[src/rtl/sparse_pack.sv]
// sparse_pack: serial compaction of a sparse fixed-point activation vector.
//
// A vector of N signed lanes and its keep mask are captured in IDLE. PACK then walks the
// captured lanes one per cycle, in ascending order. Each lane that is both kept and non-zero
// is appended to the low end of o_data, and its o_mask bit is set. After lane N-1 the block
// sits in DONE with stable outputs until the consumer acknowledges with output_taken.
//
// Ports
//   clk           rising-edge clock
//   reset         asynchronous, active-high reset
//   i_im[N]       signed input lanes, IL+FL bits each
//   i_mask        keep mask, bit k=1 retains lane k
//   input_ready   new vector valid, sampled only in IDLE
//   output_taken  result consumed, sampled only in DONE
//   o_data[N]     packed lanes; o_data[0..o_count-1] valid, remaining lanes zero
//   o_mask        effective mask: i_mask[k] && i_im[k] != 0
//   o_count       number of packed lanes, 0..N
//   state         00 IDLE, 01 PACK, 10 DONE
module sparse_pack #(
  parameter int unsigned IL = 8,
  parameter int unsigned FL = 12,
  parameter int unsigned N  = 16,
  localparam int unsigned W   = IL + FL,
  localparam int unsigned p_N = $clog2(N),
  localparam int unsigned c_N = $clog2(N + 1)
) (
  input  logic           clk,
  input  logic           reset,
  input  logic [W-1:0]   i_im [N],
  input  logic [N-1:0]   i_mask,
  input  logic           input_ready,
  input  logic           output_taken,
  output logic [W-1:0]   o_data [N],
  output logic [N-1:0]   o_mask,
  output logic [c_N-1:0] o_count,
  output logic [1:0]     state
);

  typedef enum logic [1:0] {
    StIdle = 2'b00,
    StPack = 2'b01,
    StDone = 2'b10,
    StBad  = 2'b11
  } state_e;

  localparam logic [p_N-1:0] LastIdx = p_N'(N - 1);

  state_e state_q, state_d;

  logic [W-1:0]   data_q [N];
  logic [W-1:0]   data_d [N];
  logic [N-1:0]   mask_q, mask_d;
  logic [c_N-1:0] count_q, count_d;
  logic [p_N-1:0] idx_q, idx_d;
  logic [W-1:0]   cap_im_q [N];
  logic [W-1:0]   cap_im_d [N];
  logic [N-1:0]   cap_mask_q, cap_mask_d;

  logic [W-1:0]   lane;
  logic           lane_keep;

  assign lane      = cap_im_q[idx_q];
  assign lane_keep = cap_mask_q[idx_q] && (lane != '0);

  // State register
  always_ff @(posedge clk or posedge reset) begin
    if (reset) begin
      state_q <= StIdle;
    end else begin
      state_q <= state_d;
    end
  end

  // Next-state logic
  always_comb begin
    state_d = state_q;
    case (state_q)
      StIdle: if (input_ready) state_d = StPack;
      StPack: if (idx_q == LastIdx) state_d = StDone;
      // input_ready is deliberately ignored here, so a simultaneous request cannot
      // capture on the same edge that releases the result.
      StDone: if (output_taken) state_d = StIdle;
      default: state_d = StIdle;
    endcase
  end

  // Datapath next-state; everything holds unless the current state says otherwise.
  always_comb begin
    data_d     = data_q;
    mask_d     = mask_q;
    count_d    = count_q;
    idx_d      = idx_q;
    cap_im_d   = cap_im_q;
    cap_mask_d = cap_mask_q;
    case (state_q)
      StIdle: begin
        if (input_ready) begin
          cap_im_d   = i_im;
          cap_mask_d = i_mask;
          for (int k = 0; k < N; k++) begin
            data_d[k] = '0;
          end
          mask_d  = '0;
          count_d = '0;
          idx_d   = '0;
        end
      end
      StPack: begin
        if (lane_keep) begin
          // count_q < N whenever a lane is written, so its low bits address o_data.
          data_d[count_q[p_N-1:0]] = lane;
          mask_d[idx_q]            = 1'b1;
          count_d                  = count_q + c_N'(1);
        end
        idx_d = (idx_q == LastIdx) ? '0 : idx_q + p_N'(1);
      end
      default: ;
    endcase
  end

  // Datapath registers
  always_ff @(posedge clk or posedge reset) begin
    if (reset) begin
      for (int k = 0; k < N; k++) begin
        data_q[k]   <= '0;
        cap_im_q[k] <= '0;
      end
      mask_q     <= '0;
      count_q    <= '0;
      idx_q      <= '0;
      cap_mask_q <= '0;
    end else begin
      data_q     <= data_d;
      mask_q     <= mask_d;
      count_q    <= count_d;
      idx_q      <= idx_d;
      cap_im_q   <= cap_im_d;
      cap_mask_q <= cap_mask_d;
    end
  end

  // Outputs
  always_comb begin
    o_data  = data_q;
    o_mask  = mask_q;
    o_count = count_q;
    state   = state_q;
  end

endmodule

[config.mk]
export PLATFORM = sky130hd
export DESIGN_NAME = sparse_pack
export DESIGN_NICKNAME = d
export VERILOG_FILES = /design/src/rtl/sparse_pack.sv
export SDC_FILE = /design/constraint.sdc
export NUM_CORES = 1
export LEC_CHECK = 0
export CORE_MARGIN = 4
export CORE_UTILIZATION = 40
export DETAILED_ROUTE_END_ITERATION = 16
export PLACE_DENSITY = 0.71
export SLEW_MARGIN = 0
export SYNTH_ARGS = -nofsm -noshare
export SYNTH_HDL_FRONTEND = slang
export SYNTH_SLANG_ARGS = --single-unit
[constraint.sdc]
create_clock -name clk -period 66.6 [get_ports clk]
set_input_delay 9.99 -clock clk [delete_from_list [all_inputs] [get_ports clk]]
set_output_delay 9.99 -clock clk [all_outputs]
set_load 0.05 [all_outputs]
After elaboration in Yosys (flattened, before gate mapping)

Index checks and enable logic that the tools add are counted.

$add $sub $neg: 2
Magnitude comparators: 5
Equal/unequal tests: 7
Mux-type cells: 26
Bitwise gates (word level): 3
Reduce and logical (&&, ||, !) cells: 10

Operator list:

| operator            | number |
|---|---|
| $mux 320            | 2 |
| $pmux 320 s2        | 1 |
| $bwmux 320          | 1 |
| $bmux 20 s4         | 1 |
| $demux 20 s4        | 1 |
| $mux 20             | 3 |
| $mux 16             | 2 |
| $pmux 16 s2         | 1 |
| $reduce_bool 20->1  | 1 |
| $or 16x16->16       | 1 |
| $ge 5x5->1 const B  | 2 |
| $mux 5              | 2 |
| $not 4->5           | 2 |
| $pmux 5 s2          | 1 |
| $mux 4              | 2 |
| $ne 2x2->1 const B  | 4 |
| $pmux 4 s2          | 1 |
| $mux 2              | 3 |
| $pmux 2 s3          | 1 |
| $reduce_and 3->1    | 2 |
| $add 5x1->5 const B | 1 |
| $lt 4x5->1 const B  | 1 |
| $lt 5x1->1 const B  | 1 |
| $add 4x1->4 const B | 1 |
| other kinds (11)    | 15 |

Register bits after elaboration: 683
Output and inout bits: 343
Word-level logic and storage cells: 90

Logic depth before layout (Yosys ltp)

Gate-level depths: netlist of the first run.

Depth after elaboration: 8
Depth in mapped cells: 13
Mapped depth without buffers: 7

Worst setup path after synthesis of the first run

Ideal clock, no wire load.

Kind: input -> register
From: in input_ready
To: reg data_q (netlist bit o_data[211])
Setup time: 0.163 ns
Data arrival time: 11.135 ns
Data required time: 66.437 ns
Setup slack: 55.302 ns
Cell stages on the path: 6
Buffers on the path: 3
Cell sequence: or3b_2 clkbuf_1 clkbuf_1 clkbuf_1 nand2_1 mux2i_1

Word-level cells in the longest chain between the ends: 2

RTL lines:

| what                       | RTL line | source |
|---|---|---|
| start, declared            | 31       | `input logic input_ready,` |
| $ne 2x2->1 (no line)       | --       |  |
| $reduce_and 3->1 (no line) | --       |  |
| end signal, assigned       | 133      | `data_q <= data_d;` |
| end, declared              | 50       | `logic [W-1:0] data_q [N];` |

No other way between the ends.
A chain may end at the register's enable or synchronous reset.

Worst setup path in the final report of the first run

From: in input_ready
To: reg data_q (netlist bit o_data[314])

The elaborated chain is that of the path after synthesis.

==> results of run 1 <==
-- worst max-delay path: stages --
cell and delay, ns:
clkdlybuf4s50_1 0.45, or3b_4 0.95, buf_4 0.92, buf_4 0.86
nand2_1 0.15, mux2i_1 0.16
-- state kept, by name, summed over array words and instances (netlist names) --
register	flops
cap_mask_q	16
o_count	5
o_data	320
idx_q	4
cap_im_q	320
o_mask	16
state	2
-- power by group --
| part | leakage [nW] | internal, mW | total [mW] | switching (mW) |
|---|---|---|---|---|
| clock network | 1.33 | 0.277 | 0.453 | 0.176 |
| logic | 7.63 | 0.337 | 1.02 | 0.682 |
| registers | 8.94 | 0.572 | 0.674 | 0.102 |
| total | 17.9 | 1.19 | 2.15 | 0.960 |
-- Yosys cell counts (all sizes together) --
master and count:
dfrtp 683, nand2 1321, nor4 1, a31o 1, nor3b 1, o21ai 3
or3b 1, a2111oi 1, or4 1, nand2b 3, o21bai 1, nand4 8
nor2 12, inv 5, a22o 26, and2 4, o22ai 2, buf 63
and4 3, mux2 6, a221oi 8, o211ai 1, a21oi 16, clkbuf 138
a32o 16, mux4 85, o2bb2ai 20, mux2i 312, nand3 10, a21o 1
a21boi 1, ha 8, nor2b 5
-- metal layers --
layer  vias to the layer above  track usage [%]
met1                     11375             33.7
met3                       154             5.00
li1                      10289                -
met5                         -                0
met2                       844             43.0
met4                         4             7.95
-- cells by family after synthesis --
kind of cell             synth area share, %
AND/OR/NAND/NOR                         17.9
AO/OA/AOI/OAI                           2.74
multiplexers                            17.4
adder cells (fa/ha/maj)                0.342
buffers and inverters                   3.15
flip-flops                              58.4
-- final cells by class --
type | count | area share (%)
antenna | 11 | 0.0691
multi-input combinational | 1878 | 29.1
clock inverter | 31 | 1.20
timing repair buffer | 728 | 18.0
sequential | 683 | 42.9
clock buffer | 106 | 5.59
tap | 950 | 2.98
inverter | 5 | 0.0660
-- stage by stage --
| step | hold WS, ns | std cells |
|---|---|---|
| 6_report | 0.468 | 4392 |
| 2_1_floorplan | 0.440 | 2767 |
| 4_1_cts | 0.472 | 4381 |
| 3_5_place_dp | 0.457 | 4244 |
| 3_3_place_gp | 0.452 | 4244 |
| 5_1_grt | 0.483 | 4392 |
-- cell usage in the layout (no fill, tap or decap), types with 4 or more instances in the layout --
cell	count
nand3_1	10
nor2_2	4
dfrtp_1	681
inv_1	4
clkbuf_16	77
nand2_1	1321
a21oi_4	11
a221oi_4	8
clkbuf_1	10
clkdlybuf4s50_1	682
diode_2	11
mux2i_1	312
clkbuf_8	19
buf_4	45
nor2_4	5
clkinv_2	12
a22o_1	26
o2bb2ai_1	20
mux4_2	85
mux2_2	6
nand4_1	8
bufinv_16	11
a32o_1	16
ha_1	8
-- worst max-delay path by stage --
stage,start,to,cells past startpoint
4_1_cts,input_ready,o_data[307]$_DFFE_PP0P_,6
6_report,input_ready,o_data[314]$_DFFE_PP0P_,6
3_5_place_dp,input_ready,o_data[312]$_DFFE_PP0P_,6
2_1_floorplan,reset,cap_im_q[0]$_DFFE_PP0P_,1
5_1_grt,input_ready,o_data[258]$_DFFE_PP0P_,6
3_3_place_gp,input_ready,o_data[308]$_DFFE_PP0P_,6
==> impl_metrics.json, run 1 <==
{
  "resized_cells_post_cts": 0,
  "maxUsedRoutingLayer": "met5",
  "min_path_type": "register to register",
  "number_of_global_route_vias_before_repair": 23083,
  "postRouteAntennaNets": 0,
  "preCtsSetupSlack_ns": 52.93,
  "worst-r2r-cell-count": 9,
  "leakage_nw": 17.9,
  "syn_avg_cell_area_um2": 10.6,
  "timing.critical_path.required_ns": 67.11,
  "finalClockSkew_ns": 0.0239,
  "num_rows": 98,
  "multiInputGateArea_um2": 11600,
  "fin_util_pct": 55.3,
  "clock_tree.buffer_depth": 3,
  "outcome": "completed",
  "fin_crit_ns": 13.17,
  "dp_hpwl_mm": 69.3,
  "setup.worst_path.start_class": "input port",
  "floorplan.initialDensity_pct": 40.7,
  "grt_pass1_wl_mm": 150,
  "post-route-cell-area_um2": 39800,
  "wl_met1_mm": 41.8,
  "synth_cells": 2767,
  "highest_clock_rate_mhz": 75.9,
  "cellPowerDensity_nw_per_um2": 53.9,
  "tritoncts_clock_tree": "built",
  "worstSetupEndpointType": "register",
  "grt_antenna_before_repair": 15,
  "post_dp_cell_area_um2": 37100,
  "timing.critical_path.fanout_max": 99,
  "clkLatencyLatePin_ns": 0.62,
  "count_of_tritonroute_iterations_in_the_first_routing_pass": 6,
  "post-layout-total-power_mw": 2.15,
  "globalplace.congestion": 0.833,
  "finalCritPeriodShare_pct": 19.8,
  "crit-reg2reg-launch": "idx_q[0]$_DFFE_PP0P_",
  "top_level_pins": 683,
  "nFillCells": 6218,
  "die-width_um": 279,
  "worst-setup-path-type": "input port to register",
  "cts-htree-levels": 3,
  "post-cts-setup-buffers": 0,
  "slew_violations": 0,
  "synth_largest_area_cell": "dfrtp_1",
  "final_layout_size_suffix_gt1_share_pct": 8.98,
  "route.detailed.wl_per_inst_um": 23.1,
  "first_iter_violations": 1838,
  "crit_arrival_ns": 13.69,
  "yosys.cell_types.count": 37,
  "cts_num_sinks": 683,
  "sequential_share_of_the_synthesized_area_pct": 58.4,
  "grt_start_max_net_pins": 153,
  "die-height_um": 279,
  "yosys_warnings": 0,
  "rrSetupSlack_ns": 61.37,
  "design.final.nets": 3719,
  "timing.final.ws_setup_ns": 53.43,
  "dieArea_um2": 77600,
  "core_area_um2": 72000,
  "met3RoutedLength_mm": 6.87,
  "regArea_um2": 17100,
  "via_count": 22666,
  "met2RoutedLength_mm": 49.7,
  "grt_usage_pct": 25.6,
  "synth.area.top_cells": "dfrtp_1, nand2_1, mux2i_1",
  "worst_pin_slew_ns": 1.18,
  "clkTransAtPathRegs_ns": 0.06,
  "grt_remaining_overflow": 0,
  "netlist.area_leader.share_pct": 58.4,
  "cts_root_buf": "clkbuf_16",
  "drcViolationCount": 0,
  "worst_slew_margin_rel_pct": 20.9,
  "worst_hold_startpoint": "cap_im_q[185]$_DFFE_PP0P_",
  "min_delay_path_depth": 2,
  "ir_worst_vdd_v": 0.0000421,
  "synth_area_um2": 29300,
  "rsz0062_at_grt": "no",
  "post_cts_hold_buffer_count": 0,
  "vias_per_cell": 5.16,
  "maxCapViolCount": 0,
  "timing.setup.tns_ns": 0,
  "placement.io_buffers": 682,
  "wl_mm": 101,
  "cts_buffers": 75,
  "synth_fp_nets": 3115,
  "yosys_register_bits": 683,
  "hold_violations": 0,
  "areaGrowthSynthToFinish_pct": 36.1,
  "setup_viol": 0,
  "r2r-end": "o_mask[1]$_DFFE_PP0P_",
  "whs_endpoint": "cap_im_q[185]$_DFFE_PP0P_"
}
No activity file was read; power rests on OpenSTA's default activity.
==> run 2, diff against run 1 <==
==> constraint.sdc (replaced) <==
create_clock -name clk -period 12.3 [get_ports clk]
set_input_delay 1.845 -clock clk [delete_from_list [all_inputs] [get_ports clk]]
set_output_delay 1.845 -clock clk [all_outputs]
set_load 0.05 [all_outputs]
==> run 2 against run 1 <==
Effect of this change: via count down 0.26%; register-to-register slack worse by 54 ns; cell count about the same; die area did not move; non-clock buffer count fell by 2; sequential power grew to 5.4 times the previous value; clock-buffer cell count rose by 8; combinational power grew to 5.5 times the previous value; cell area down 0.41%; clock power increased to 5.1 times the previous value; critical path depth grew 3.
==> impl_metrics.json, run 2 (synthesis gave the netlist of run 1 again) <==
{
  "outcome": "completed",
  "areaGrowthSynthToFinish_pct": 35.5,
  "layout.cells.most_common": "nand2_1",
  "crit-reg2reg-launch": "idx_q[0]$_DFFE_PP0P_",
  "dieArea_um2": 77600,
  "finalCritPeriodShare_pct": 41.1,
  "grt_pass1_wl_mm": 150,
  "nFillCells": 6255,
  "die-width_um": 279,
  "worst_pin_slew_ns": 1.17,
  "fin_crit_ns": 5.06,
  "global_route.peak_usage_layer": "met2",
  "slew_violations": 0,
  "worstSetupEndpointType": "register",
  "wl_mm": 102,
  "maxCapViolCount": 0,
  "clkTransAtPathRegs_ns": 0.06,
  "finalHoldWorstSlack_ns": 0.466,
  "grt_antenna_before_repair": 26,
  "post-cts-setup-buffers": 0,
  "globalplace.congestion": 0.861,
  "leakage_nw": 17.8,
  "r2r-end": "o_data[154]$_DFFE_PP0P_",
  "min_delay_path_depth": 2,
  "timing.critical_path.fanout_max": 36,
  "grt_remaining_overflow": 0,
  "rsz0062_at_grt": "no",
  "min_path_type": "register to register",
  "count_of_tritonroute_iterations_in_the_first_routing_pass": 5,
  "setup_viol": 0,
  "post_dp_cell_area_um2": 37100,
  "worstSetupStartpoint": "idx_q[0]$_DFFE_PP0P_",
  "final_layout_size_suffix_gt1_share_pct": 8.42,
  "crit_arrival_ns": 5.54,
  "timing.setup.tns_ns": 0,
  "tritoncts_clock_tree": "built",
  "grtUsageMet2_pct": 42.7,
  "placement.io_buffers": 682,
  "post_layout_nonfiller_instances": 4388,
  "post_cts_hold_buffer_count": 0,
  "cts_num_sinks": 683,
  "via_count": 22608,
  "vias_per_cell": 5.15,
  "timing.critical_path.required_ns": 12.78,
  "postRouteAntennaNets": 0,
  "num_rows": 98,
  "cp-endpoint": "o_data[154]$_DFFE_PP0P_",
  "worst_slew_margin_rel_pct": 22.1,
  "resized_cells_post_cts": 0,
  "number_of_global_route_vias_before_repair": 22952,
  "die-height_um": 279,
  "floorplan.initialDensity_pct": 40.7,
  "drcViolationCount": 0,
  "grt_usage_pct": 25.7,
  "worst-r2r-cell-count": 9,
  "cts_buffers": 76,
  "post-route-cell-area_um2": 39700,
  "grt_start_max_net_pins": 208,
  "dp_hpwl_mm": 69.6,
  "clock_tree.buffer_depth": 3,
  "hold_violations": 0,
  "grt_util_met1_pct": 33.2,
  "finalClockSkew_ns": 0.0250,
  "grtUsageMet3_pct": 5.74,
  "setup.worst_path.start_class": "register",
  "top_level_pins": 683,
  "cellPowerDensity_nw_per_um2": 290,
  "design.final.nets": 3718,
  "clkLatencyLatePin_ns": 0.61,
  "cts-htree-levels": 3,
  "core_area_um2": 72000,
  "route.detailed.wl_per_inst_um": 23.3,
  "ir_worst_vdd_v": 0.000145,
  "first_iter_violations": 1791,
  "rrSetupSlack_ns": 7.24,
  "worst-setup-path-type": "register to register",
  "cts_root_buf": "clkbuf_16",
  "placedCellCount": 4242,
  "final_cell_mix": "nand2_1, clkdlybuf4s50_1, dfrtp_1",
  "highest_clock_rate_mhz": 198
}
==> run 2: cell types whose count changed in the layout (fill, tap and decap cells not counted), moves of 2 or more <==
cell       change
clkbuf_8       -3
bufinv_16      -6
clkinv_2      -10
diode_2        +6
buf_12         +4
clkbuf_1      +10
buf_4          -6
clkinv_4       +2
==> run 2: area by class of cell <==
class                   count  area (um^2)  share of cell area [%]
clock inverters            15          248                   0.625
diodes                     17         42.5                   0.107
clock buffers             114         2250                    5.67
repair buffers            726         7220                    18.2
flip-flops and latches    683        17100                    43.1
inverters                   5         22.5                  0.0568
multi-input cells        1878        11600                    29.2
well taps                 950         1190                    3.00
==> run 2: critical path, stage by stage, from the launching register on <==
cell       delay (ns)
dfrtp_4          0.76
buf_4            0.70
mux4_2           0.61
mux2i_1          0.33
mux2_2           0.66
nand4_1          0.28
or4_1            0.62
o211ai_2         0.51
buf_4            0.28
o2bb2ai_1        0.10
==> run 2: power by group <==
group / leakage, nW / internal (mW) / switching (mW)
registers: 8.94 / 3.10 / 0.533
logic: 7.64 / 1.83 / 3.73
clock network: 1.22 / 1.37 / 0.933
==> run 2: per-layer routing <==
metal  up-vias  wire, um
met5         -       153
met4        20      3870
met3       211      7670
met2       845     49800
met1     11239     40800
li1      10293         -
==> run 2: through the flow <==
step           utilization (%)  worst slack (ns)  power (mW)
2_1_floorplan                -              1.11        6.93
3_3_place_gp              51.6              7.09        9.18
3_5_place_dp              51.6              7.12        9.28
4_1_cts                   55.1              7.07        11.6
5_1_grt                   55.1              6.86        12.1
6_report                  55.1              7.24        11.5
==> run 2: worst min-delay path by stage <==
stage                                   start                   endpoint  slack (ns)
floorplan           cap_im_q[100]$_DFFE_PP0P_  cap_im_q[100]$_DFFE_PP0P_        0.44
global placement    cap_im_q[198]$_DFFE_PP0P_  cap_im_q[198]$_DFFE_PP0P_        0.45
detailed placement  cap_im_q[113]$_DFFE_PP0P_  cap_im_q[113]$_DFFE_PP0P_        0.46
CTS                  cap_im_q[13]$_DFFE_PP0P_   cap_im_q[13]$_DFFE_PP0P_        0.47
global route        cap_mask_q[6]$_DFFE_PP0P_  cap_mask_q[6]$_DFFE_PP0P_        0.48
finish              cap_mask_q[6]$_DFFE_PP0P_  cap_mask_q[6]$_DFFE_PP0P_        0.47
==> run 3, diff against run 2 <==
--- a/config.mk
+++ b/config.mk
@@ -8,7 +8,7 @@
 export CORE_MARGIN = 4
 export CORE_UTILIZATION = 40
 export DETAILED_ROUTE_END_ITERATION = 16
-export PLACE_DENSITY = 0.71
+export PLACE_DENSITY = 0.74
 export SLEW_MARGIN = 0
 export SYNTH_ARGS = -nofsm -noshare
 export SYNTH_HDL_FRONTEND = slang
==> constraint.sdc (replaced) <==
create_clock -name clk -period 4.6 [get_ports clk]
set_input_delay 0.69 -clock clk [delete_from_list [all_inputs] [get_ports clk]]
set_output_delay 0.69 -clock clk [all_outputs]
set_load 0.05 [all_outputs]
==> run 3 against run 2 <==
Effect of this change: setup slack got worse by 6.6 ns; flip-flop and latch count unchanged; fmax increased by 28%; core utilization increased by 0.41 points; clock power increased to 2.6 times the previous value; register-to-register slack got worse by 6.6 ns; die area unchanged; critical endpoint is now o_data[11]$_DFFE_PP0P_; largest cell class unchanged; highest routed layer unchanged.
==> impl_metrics.json, run 3 (synthesis gave the netlist of run 1 again) <==
{
  "outcome": "completed",
  "min_path_type": "register to register",
  "grt_util_met1_pct": 34.7,
  "count_of_tritonroute_iterations_in_the_first_routing_pass": 7,
  "global_route.peak_usage_layer": "met2",
  "worstSetupStartpoint": "idx_q[1]$_DFFE_PP0P_",
  "final_cell_mix": "nand2_1, clkdlybuf4s50_1, dfrtp_1",
  "fin_crit_ns": 3.95,
  "min_delay_path_depth": 2,
  "rsz0062_at_grt": "no",
  "vias_per_cell": 5.27,
  "hold_violations": 0,
  "final_layout_size_suffix_gt1_share_pct": 9.35,
  "first_iter_violations": 1953,
  "timing.critical_path.fanout_max": 35,
  "cts_buffers": 73,
  "grt_pass1_wl_mm": 155,
  "tritoncts_clock_tree": "built",
  "slowest_stage": "a21oi_4",
  "ir_worst_vdd_v": 0.000670,
  "cts-htree-levels": 3,
  "grt_usage_pct": 26.6,
  "leakage_nw": 17.9,
  "die-width_um": 279,
  "worst-r2r-cell-count": 9,
  "worstSetupEndpointType": "register",
  "placement.io_buffers": 682,
  "clock_tree.buffer_depth": 3,
  "dieArea_um2": 77600,
  "resized_cells_post_cts": 0,
  "worst-setup-path-type": "register to register",
  "placedCellCount": 4263,
  "maxCapViolCount": 0,
  "stage_delay_of_the_slowest_cell_on_the_critical_path_ns": 0.97,
  "preCtsSetupSlack_ns": 0.672,
  "post_cts_hold_buffer_count": 0,
  "setup_viol": 0,
  "post-layout-total-power_mw": 31.3,
  "grt_remaining_overflow": 0,
  "grt_antenna_before_repair": 11,
  "number_of_global_route_vias_before_repair": 23620,
  "worst_pin_slew_ns": 1.20,
  "cts_root_buf": "clkbuf_16",
  "setup.worst_path.start_class": "register",
  "drcViolationCount": 0,
  "grtUsageMet3_pct": 5.34,
  "clkLatencyLatePin_ns": 0.61,
  "finalCritPeriodShare_pct": 85.8,
  "die-height_um": 279,
  "postRouteAntennaNets": 0,
  "dp_hpwl_mm": 74.6,
  "crit_arrival_ns": 4.44,
  "worst_hold_startpoint": "cap_im_q[90]$_DFFE_PP0P_",
  "grt_start_max_net_pins": 177,
  "areaGrowthSynthToFinish_pct": 36.5,
  "core_area_um2": 72000,
  "globalplace.congestion": 0.850,
  "floorplan.initialDensity_pct": 40.7,
  "clkTransAtPathRegs_ns": 0.06,
  "top_level_pins": 683,
  "highest_clock_rate_mhz": 253,
  "post-cts-setup-buffers": 0,
  "timing.final.ws_setup_ns": 0.655,
  "num_rows": 98,
  "design.final.nets": 3736,
  "post_layout_nonfiller_instances": 4404,
  "slew_violations": 0,
  "grtUsageMet2_pct": 44.7,
  "cts_num_sinks": 683,
  "via_count": 23216,
  "crit-reg2reg-launch": "idx_q[1]$_DFFE_PP0P_",
  "cellPowerDensity_nw_per_um2": 783,
  "finalClockSkew_ns": 0.0321,
  "layout.cells.most_common": "nand2_1",
  "timing.critical_path.required_ns": 5.10,
  "wl_mm": 106,
  "route.detailed.wl_per_inst_um": 24.0,
  "worst_slew_margin_rel_pct": 19.7,
  "timing.critical_path.cells": "buf_4, mux4_2, a22o_1, a221oi_4, and4_1, and4_1, buf_4, a21oi_4, mux2i_1"
}
run 3: changes by cell type in the layout (fill, tap and decap cells not counted), moves of 2 or more:
cell / previous run / this run
clkinv_2: 2 / 12
buf_12: 5 / 19
clkbuf_16: 78 / 74
buf_4: 39 / 46
diode_2: 17 / 9
clkbuf_1: 20 / 10
clkbuf_8: 16 / 13
inv_6: 3 / 1
clkinv_8: 1 / 3
clkinvlp_4: 2 / 10
run 3: critical path, delay by kind of cell, from the launching register on:
family,cells,cell delay (ns)
flip-flops,1,0.78
buffers and inverters,2,0.68
AO/OA/AOI/OAI,3,1.20
AND/OR/NAND/NOR,2,0.50
multiplexers,2,0.58
run 3: power by group:
part	internal (mW)	switching [mW]	leakage, nW
Combinational	5.11	10.3	7.80
Clock	3.54	2.55	1.20
Sequential	8.28	1.54	8.94
Total	16.9	14.4	17.9
run 3: per-layer routing:
layer | routed length [um] | vias up | part of all wire [%]
li1 | - | 10324 | -
met1 | 42500 | 11704 | 40
met2 | 51900 | 1018 | 49
met3 | 7950 | 166 | 7.5
met4 | 3510 | 4 | 3.3
met5 | 21 | - | 0.020
run 3: cell type report:
cell class	instances	area, um^2
fill	6060	32000
sequential	683	17100
multi-input combinational	1878	11600
timing repair buffer	747	7550
clock buffer	97	2070
tap	950	1190
clock inverter	35	412
inverter	5	22.5
antenna	9	22.5
run 3: through the flow:
| step | setup TNS, ns | utilization (%) | cell area, um^2 | hold WS, ns |
|---|---|---|---|---|
| after floorplan | -3711.55 | - | 29300 | 0.440 |
| after global placement | 0 | 52.0 | 37500 | 0.452 |
| after detailed placement | 0 | 52.0 | 37500 | 0.458 |
| after CTS | 0 | 55.5 | 39900 | 0.472 |
| after global routing | 0 | 55.5 | 40000 | 0.489 |
| final | 0 | 55.5 | 40000 | 0.470 |
run 3: worst paths after layout:
| kind | to | slack [ns] |
|---|---|---|
| worst max-delay path | o_data[11]$_DFFE_PP0P_ | 0.65 |
| worst min-delay path | cap_im_q[90]$_DFFE_PP0P_ | 0.47 |
| worst min register to register | cap_im_q[90]$_DFFE_PP0P_ | 0.47 |
| min in group asynchronous | o_data[270]$_DFFE_PP0P_ | 0.53 |
| worst max register to register | o_data[11]$_DFFE_PP0P_ | 0.65 |
| max in group asynchronous | cap_im_q[194]$_DFFE_PP0P_ | 2.85 |
